[config.mk]
export PLATFORM = sky130hd
export DESIGN_NAME = ecc_job_scheduler
export DESIGN_NICKNAME = d
export VERILOG_FILES = /design/src/rtl/ecc_job_scheduler.sv
export SDC_FILE = /design/constraint.sdc
export NUM_CORES = 1
export LEC_CHECK = 0
export ABC_CLOCK_PERIOD_IN_PS = 3180
export CAP_MARGIN = 20
export CELL_PAD_IN_SITES_DETAIL_PLACEMENT = 0
export CELL_PAD_IN_SITES_GLOBAL_PLACEMENT = 1
export CORE_ASPECT_RATIO = 1.4
export CORE_MARGIN = 8
export CORE_UTILIZATION = 37
export DETAILED_ROUTE_END_ITERATION = 7
export GPL_ROUTABILITY_DRIVEN = 0
export GPL_TIMING_DRIVEN = 0
export HOLD_SLACK_MARGIN = 0.03
export PLACE_DENSITY = 0.78
export SETUP_SLACK_MARGIN = 0.02
export SLEW_MARGIN = 20
export SYNTH_ARGS = -nofsm -noshare
export SYNTH_HDL_FRONTEND = slang
export SYNTH_SLANG_ARGS = --single-unit
[constraint.sdc]
create_clock -name clk -period 3.18 [get_ports clk]
set_clock_uncertainty 0.2 [all_clocks]
set_input_delay 0.477 -clock clk [delete_from_list [all_inputs] [get_ports clk]]
set_output_delay 0.477 -clock clk [all_outputs]
set_load 0.03 [all_outputs]
[src/rtl/ecc_job_scheduler.sv]
// Two-requester round-robin scheduler around one serial CRC-8 / Hamming(7,4) engine.
// Optional ECC_JOB_CNT_EN adds a 16-bit accepted-result counter on port job_cnt.
module ecc_job_scheduler #(
   parameter int         STEP = 4,
   parameter logic [8:0] POLY = 9'h18D
) (
   input  logic        clk,
   input  logic        rst,
   input  logic        req0,
   input  logic        req1,
   input  logic [1:0]  mode0,
   input  logic [1:0]  mode1,
   input  logic [71:0] data0,
   input  logic [71:0] data1,
   output logic        gnt0,
   output logic        gnt1,
   output logic        out_valid,
   input  logic        out_ready,
   output logic [71:0] out,
   output logic        out_id,
   output logic        out_err,
`ifdef ECC_JOB_CNT_EN
   output logic [15:0] job_cnt,
`endif
   output logic        busy
);

   localparam logic [6:0] LAST_CYC = 7'(64 / STEP - 1);

   typedef enum logic [1:0] {S_IDLE, S_EXE, S_OUT} state_t;

   state_t      r_state;
   logic        r_prio;
   logic [1:0]  r_mode;
   logic [71:0] r_sh;
   logic [71:0] r_out;
   logic        r_id;
   logic        r_err;
   logic [6:0]  r_cnt;
`ifdef ECC_JOB_CNT_EN
   logic [15:0] r_job_cnt;
`endif

   logic        w_any;
   logic        w_pick;
   logic        w_gnt_ok;
   logic [1:0]  w_mode;
   logic [71:0] w_data;
   logic [6:0]  w_d;
   logic [2:0]  w_syn;
   logic [6:0]  w_fix;
   logic [71:0] w_step;

   // r_prio names the requester that wins a tie; it flips away from each winner.
   assign w_any    = req0 | req1;
   assign w_pick   = (req0 & req1) ? r_prio : req1;
   assign w_gnt_ok = (r_state == S_IDLE) && !rst && w_any;
   assign gnt0     = w_gnt_ok && !w_pick;
   assign gnt1     = w_gnt_ok && w_pick;
   assign w_mode   = w_pick ? mode1 : mode0;
   assign w_data   = w_pick ? data1 : data0;

   assign w_d   = w_data[6:0];
   assign w_syn = {w_d[6] ^ w_d[5] ^ w_d[4] ^ w_d[2],
                   w_d[6] ^ w_d[5] ^ w_d[3] ^ w_d[1],
                   w_d[6] ^ w_d[4] ^ w_d[3] ^ w_d[0]};

   always_comb begin
      w_fix = w_d;
      case (w_syn)
         3'd1:    w_fix[0] = ~w_d[0];
         3'd2:    w_fix[1] = ~w_d[1];
         3'd3:    w_fix[3] = ~w_d[3];
         3'd4:    w_fix[2] = ~w_d[2];
         3'd5:    w_fix[4] = ~w_d[4];
         3'd6:    w_fix[5] = ~w_d[5];
         3'd7:    w_fix[6] = ~w_d[6];
         default: w_fix = w_d;
      endcase
   end

   // Long division with a fixed window at the top; after 64 shifts the remainder sits in [71:64].
   always_comb begin
      w_step = r_sh;
      for (int i = 0; i < STEP; i++) begin
         if (w_step[71])
            w_step[71:63] = w_step[71:63] ^ POLY;
         w_step = {w_step[70:0], 1'b0};
      end
   end

   always_ff @(posedge clk) begin
      if (rst) begin
         r_state <= S_IDLE;
         r_prio  <= 1'b0;
         r_mode  <= 2'd0;
         r_sh    <= '0;
         r_out   <= '0;
         r_id    <= 1'b0;
         r_err   <= 1'b0;
         r_cnt   <= '0;
`ifdef ECC_JOB_CNT_EN
         r_job_cnt <= '0;
`endif
      end else begin
         case (r_state)
            S_IDLE: begin
               if (w_gnt_ok) begin
                  r_id   <= w_pick;
                  r_prio <= ~w_pick;
                  r_mode <= w_mode;
                  r_cnt  <= '0;
                  r_err  <= 1'b0;
                  case (w_mode)
                     2'd0: begin
                        r_sh    <= {w_data[63:0], 8'h00};
                        r_out   <= {w_data[63:0], 8'h00};
                        r_state <= S_EXE;
                     end
                     2'd1: begin
                        r_sh    <= w_data;
                        r_state <= S_EXE;
                     end
                     2'd2: begin
                        r_out   <= {65'b0, w_fix};
                        r_state <= S_OUT;
                     end
                     default: begin
                        r_out   <= '0;
                        r_err   <= 1'b1;
                        r_state <= S_OUT;
                     end
                  endcase
               end
            end
            S_EXE: begin
               r_sh  <= w_step;
               r_cnt <= r_cnt + 7'd1;
               if (r_cnt == LAST_CYC) begin
                  r_state <= S_OUT;
                  if (r_mode == 2'd0)
                     r_out[7:0] <= w_step[71:64];
                  else
                     r_out <= (w_step[71:64] == 8'h00) ? '0 : '1;
               end
            end
            S_OUT: begin
               if (out_ready) begin
                  r_state <= S_IDLE;
                  r_err   <= 1'b0;
`ifdef ECC_JOB_CNT_EN
                  r_job_cnt <= r_job_cnt + 16'd1;
`endif
               end
            end
            default: r_state <= S_IDLE;
         endcase
      end
   end

   assign out_valid = (r_state == S_OUT);
   assign busy      = (r_state != S_IDLE);
   assign out       = r_out;
   assign out_id    = r_id;
   assign out_err   = r_err;
`ifdef ECC_JOB_CNT_EN
   assign job_cnt   = r_job_cnt;
`endif

endmodule
==> results.md, run 1 <==
- RSZ-0062 raised after global routing: false
- Hold-fix buffers at CTS: 0
- Gate count after technology mapping: around 1500
- Count of antenna-violating nets left after detailed routing: 0
- Buffers on Ports: 228
- Post-synthesis area per instance: 7.20 µm²
- Vias in the first global route: 11800
- Initial drt markers: 939
- Worst-path clk slew: 70 ps
- Syn_nets: about 1600
- Die area: roughly 34000 µm²
- Max Cap Viol: 0
- Number of inserted filler cells in the final layout: 2952
- Number of synthesized flops with an enable pin: 0
- Total routing resource utilization after global routing: 27.0%
- Wirelength per Cell: roughly 22 µm
- Total leakage power: ~5 nW
- Area grow syn2layout: 32.4%
- Cell Pwr Density: between 500 and 600 nW/µm²
- Synthesized flop and latch total: 158
- Worst skew pair latency: 440 ps
- Critical Setup Path Class: in -> out
- Remaining design rule violation count: 0
- Total wirelength of the detailed-routed design: 47100 µm
- Max-slew violation total from the final report: 0
- CP Launch Type: input port
- IO Count: 231
- Largest net degree at the start of global routing: 29
- Final #Nets: between 1500 and 2000
- Library cell used as clock root buffer: clkbuf_16
- Cell row count: 73
- Proportion of synthesized flip-flops having asynchronous set or reset: 0%
- Share of synthesized area occupied by flip-flops and latches: between 30% and 40%
- CTS Buffer Depth: 2
- Startpoint of the lowest-slack hold path: r_sh[0]
- Status: finished, final reports clean
- Final number of setup-violating endpoints: 0
- Minimum clock period: just over 3000 ps
- Summed instance area of the synthesized netlist: ~11000 µm²
- Warnings, synthesis: 0
- Maximum fanout along the worst path: 28
- Drt via density: 5.69
- Worst min path class: reg -> reg
- Top flip-flop cell by instance count after synthesis: dfxtp_1
- Clock tree from TritonCTS: built
- Number of distinct library cell variants in the gate-level netlist after synthesis: 53
- Instance count after placement with tap cells included: 2062
- Setup TNS after final layout: 0 ps
- Non-Filler Instances: 2094
- Worst Setup SP: req0
- H-tree Lvls: 4
- Final period util: between 90 and 100%
- Horizontal die dimension: 158 µm
- Total number of vias: 11900
- Number of optimization iterations in the first detailed-route pass: 5
- CP Data Required Time: 2500 ps
- Overflow left after global routing: 0
- Area of the placeable core: 28100 µm²
- Starting density of the core: a little under two fifths
- Register area: 3160 µm²
- Worst path arrival time: ~2400 ps
- Sinks on Clock Net: 158
- Global-route wire length before repair: 70000 µm
- DP HPWL: 36600 µm
- Initial antenna violation count: 1
- Achievable clock frequency: 324 MHz
- Fraction of final layout cells with drive strength greater than 1: 9.72%
- Source of the worst register-to-register timing path: r_cnt[0]
- Type of destination of the critical path: primary output
- Chip Height: 215 µm
- Maximum vdd drop: 363 µV
- Slew at the pin with the worst max-slew slack: ~940 ps
- Worst rel slew slack: 37.3%
- Cts bufs inserted: 17
- Area taken by multi-input logic gates: 6430 µm²
- Final number of hold-violating endpoints: 0
## critical path: stages
cell and delay [ps]:
clkdlybuf4s50_1 590, nand2b_1 180, and2_1 210, buf_6 150
buf_4 270, nor2_1 140, dlygate4sd2_1 410
## layer usage
metal	up-vias	routed length (µm)	part of all wire (%)	global-route usage, %
li1	5650	-	-	-
met1	5667	18600	39	30.8
met2	487	23700	50	47.5
met3	104	2540	5.4	3.86
met4	0	2240	4.8	14.2
met5	-	0	0	0
## cells by family after synthesis
family	Yosys count	share of synthesized area, %
AND/OR/NAND/NOR	714	29.8
AO/OA/AOI/OAI	321	26.1
buffers and inverters	213	8.82
flip-flops	158	30.1
XOR/XNOR	30	2.84
multiplexers	22	2.26
adder cells (fa/ha/maj)	1	0.119
## cell type report
type	count	share of cell area [%]
clock inverter	14	1.30
buffer	140	4.86
clock buffer	18	3.09
multi-input combinational	1088	46.2
antenna	1	0.0180
sequential	158	22.7
timing repair buffer	230	16.5
inverter	70	1.89
tap	375	3.37
## Yosys cell counts, drive strengths merged, types with 4 or more instances
cell type | number | area, µm²
xnor2 | 19 | 174
and3 | 70 | 438
nand4 | 4 | 25.0
nor2 | 96 | 368
nand2b | 4 | 25.0
a311oi | 64 | 561
inv | 70 | 263
o21bai | 6 | 45.0
a221oi | 64 | 936
o21ai | 70 | 350
nor3 | 64 | 320
mux2i | 11 | 110
xor2 | 9 | 78.8
nand3 | 78 | 390
o211ai | 5 | 37.5
a31oi | 8 | 50.1
clkbuf | 95 | 357
dfxtp | 158 | 3160
mux2 | 11 | 128
or4 | 5 | 41.3
a211oi | 66 | 495
buf | 48 | 307
a22oi | 4 | 30.0
nand2 | 383 | 1440
a21oi | 21 | 128
## per-stage QoR
step / instance area, µm² / power [mW] / setup slack (ps) / util (%) / hold WS, ps
floorplan: 10500 / 4.38 / 648 / - / 232
global placement: 13300 / 5.52 / -1110 / 47.1 / 241
detailed placement: 13300 / 5.54 / -1110 / 47.1 / 247
CTS: 13900 / 7.72 / 90.6 / 49.3 / 256
global route: 13900 / 8.08 / 25.7 / 49.4 / 274
finish: 13900 / 7.72 / 90.2 / 49.4 / 257
## power breakdown
| group | switching [mW] | total (mW) | internal (mW) |
|---|---|---|---|
| registers | 0.170 | 2.45 | 2.28 |
| logic | 1.88 | 3.08 | 1.20 |
| clock network | 0.932 | 2.19 | 1.25 |
| total | 2.99 | 7.72 | 4.74 |
## cell usage in the layout (no fill, tap or decap), types with 6 or more instances in the layout
cell             count
nand2_1            382
clkdlybuf4s50_1    226
dfxtp_1            158
nor2_1              94
clkbuf_1            89
nand3_1             78
inv_1               70
and3_1              70
o21ai_0             69
a211oi_1            65
a311oi_1            64
nor3_1              64
a221oi_2            60
buf_2               20
xnor2_1             18
a21oi_1             17
clkbuf_16           17
buf_4               11
mux2i_1             10
mux2_2              10
xor2_1               9
buf_6                8
a31oi_1              8
buf_1                7
o21bai_1             6
## flip-flops by register name, summed over array words and instances (netlist names)
name     count
out         72
r_sh        72
r_cnt        7
r_mode       2
r_state      2
out_err      1
out_id       1
r_prio       1
## worst paths after layout
| path | end | slack (ps) | depth (start not counted) |
|---|---|---|---|
| hold / removal | r_sh[0] | 260 | 2 |
| hold reg to reg | r_sh[0] | 260 | 2 |
| setup / recovery | gnt0 | 90 | 7 |
| setup reg to reg | out[20] | 300 | 8 |
## repair_timing
action,in CTS,in global routing
endpoints found under the setup margin,47,81
endpoints found under the hold margin,0,0
pin swaps,0,0
setup buffers,0,2
gates resized for setup,8,16
Power figures use the tool's default switching activity.
==> inputs of run 2 (changes only) <==
--- a/config.mk
+++ b/config.mk
@@ -16,7 +16,7 @@
 export GPL_ROUTABILITY_DRIVEN = 0
 export GPL_TIMING_DRIVEN = 0
 export HOLD_SLACK_MARGIN = 0.03
-export PLACE_DENSITY = 0.78
+export PLACE_DENSITY = 0.79
 export SETUP_SLACK_MARGIN = 0.02
 export SLEW_MARGIN = 20
 export SYNTH_ARGS = -nofsm -noshare
==> results.md, run 2 (same netlist as run 1, synthesis figures left out) <==
- DP HPWL: roughly 36000 µm
- Total Power: ~7.6 mW
- Number of inserted diodes: 0
- Max Cap Viol: 0
- Cts bufs inserted: 17
- Clock tree from TritonCTS: built
- Hold Path Depth: 2
- Commonest non-fill, non-tap cell in the layout: nand2_1
- Fraction of final layout cells with drive strength greater than 1: around a tenth
- Chip Height: 215 µm
- Total wirelength of the detailed-routed design: 46400 µm
- Instance count after placement with tap cells included: between 2000 and 2500
- Area taken by multi-input logic gates: between 6000 and 7000 µm²
- Final #Nets: 1857
- Remaining design rule violation count: 0
- Cell row count: 73
- Number of optimization iterations in the first detailed-route pass: 6
- Sinks on Clock Net: ~160
- Vias in the first global route: 11700
- Worst R2R Setup Slack: 160 ps
- Startpoint of the lowest-slack hold path: r_sh[0]
- Wirelength per Cell: 22.2 µm
- Cell Pwr Density: 548 nW/µm²
- Setup TNS after final layout: 0 ps
- Area of the placeable core: 28100 µm²
- Maximum fanout along the worst path: 19
- Number of inserted filler cells in the final layout: 2964
- IO Count: 231
- Slew at the pin with the worst max-slew slack: 1010 ps
- CP Launch Type: input port
- Most used cells in the layout excluding fill and tap cells: nand2_1 (382), clkdlybuf4s50_1 (226), dfxtp_1 (158)
- Maximum vdd drop: approximately 410 µV
- Worst path arrival time: 2450 ps
- Largest net degree at the start of global routing: 29
- Status: finished, final reports clean
- Final number of hold-violating endpoints: 0
- Hold-fix buffers at CTS: 0
- Total number of vias: 11900
- Worst skew pair latency: around 440 ps
- Total routing resource utilization after global routing: 26.8%
- Starting density of the core: 37.3%
- Die area: 34100 µm²
- Non-Filler Instances: 2091
- Worst hold slack: 253 ps
- Overflow left after global routing: 0
- Initial drt markers: 1125
- Final period util: 98.3%
- CTS Buffer Depth: 2
- Initial antenna violation count: 1
- Critical Setup Path Class: in -> out
- RSZ-0062 raised after global routing: true
- Global-route wire length before repair: 69700 µm
- Worst min path class: reg -> reg
- Source of the worst register-to-register timing path: r_state[1]
- CP Data Required Time: 2500 ps
- Minimum clock period: around 3100 ps
- Final number of setup-violating endpoints: 0
- Count of antenna-violating nets left after detailed routing: 0
- Endpoint with the worst hold slack: r_sh[0]
- End of the worst register-to-register path: r_sh[58]
- Register area: around 3200 µm²
- Setup fix buffers added after clock tree synthesis: 0
- Drt via density: 5.68
- Gates resized, CTS repair: 7
- Length in cells of the worst reg-to-reg path: 7
- Total leakage power: between 5 and 6 nW
- Worst-path clk slew: around 70 ps
- H-tree Lvls: 4
- Buffers on Ports: 228
- Horizontal die dimension: 158 µm
- Max-slew violation total from the final report: 0
- Achievable clock frequency: 320 MHz
- Library cell used as clock root buffer: clkbuf_16
- Area grow syn2layout: 31.8%
- Type of destination of the critical path: primary output
- Worst rel slew slack: 32.8%
-- run 2: final cells by class --
class	count	share of cell area (%)
Tap cell	375	3.39
Buffer	140	4.85
Inverter	70	1.90
Timing Repair Buffer	228	16.4
Sequential cell	158	22.9
Clock buffer	17	3.07
Multi-Input combinational cell	1088	46.4
Clock inverter	15	1.08
-- run 2: report_power, final --
| group | internal, mW | switching, mW | total (mW) | leakage, nW |
|---|---|---|---|---|
| combinational | 1.19 | 1.87 | 3.06 | 3.52 |
| clock | 1.10 | 0.968 | 2.07 | 0.283 |
| sequential | 2.28 | 0.168 | 2.45 | 1.30 |
-- run 2: critical path, cell delays in order --
cell	delay [ps]
clkdlybuf4s50_1	580
nand2b_1	180
nand2_4	260
buf_8	270
clkbuf_8	250
nor2_1	60
dlygate4sd2_1	350
-- run 2: worst max path at each step --
stage	cells after the start	from	slack, ps	endpoint
after floorplan	7	req1	650	gnt0
after global placement	8	req0	-1140	gnt1
after detailed placement	8	req0	-1120	gnt1
after CTS	7	req0	20	gnt1
after global routing	7	req0	4	gnt1
final	7	req0	50	gnt1
-- run 2: stage by stage --
stage	worst slack [ps]	util, %	area [µm²]
after floorplan	648	-	10500
after CTS	24.0	49.2	13800
after global routing	3.78	49.2	13800
after global placement	-1140	47.1	13300
final	52.8	49.2	13800
after detailed placement	-1120	47.1	13300
-- run 2: per-layer routing --
| metal | global-route usage (%) | part of all wire (%) | up-vias |
|---|---|---|---|
| met4 | 14.8 | 5.6 | 2 |
| li1 | - | - | 5647 |
| met2 | 46.2 | 50 | 511 |
| met5 | 0 | 0.028 | - |
| met3 | 4.04 | 5.8 | 125 |
| met1 | 30.9 | 39 | 5601 |
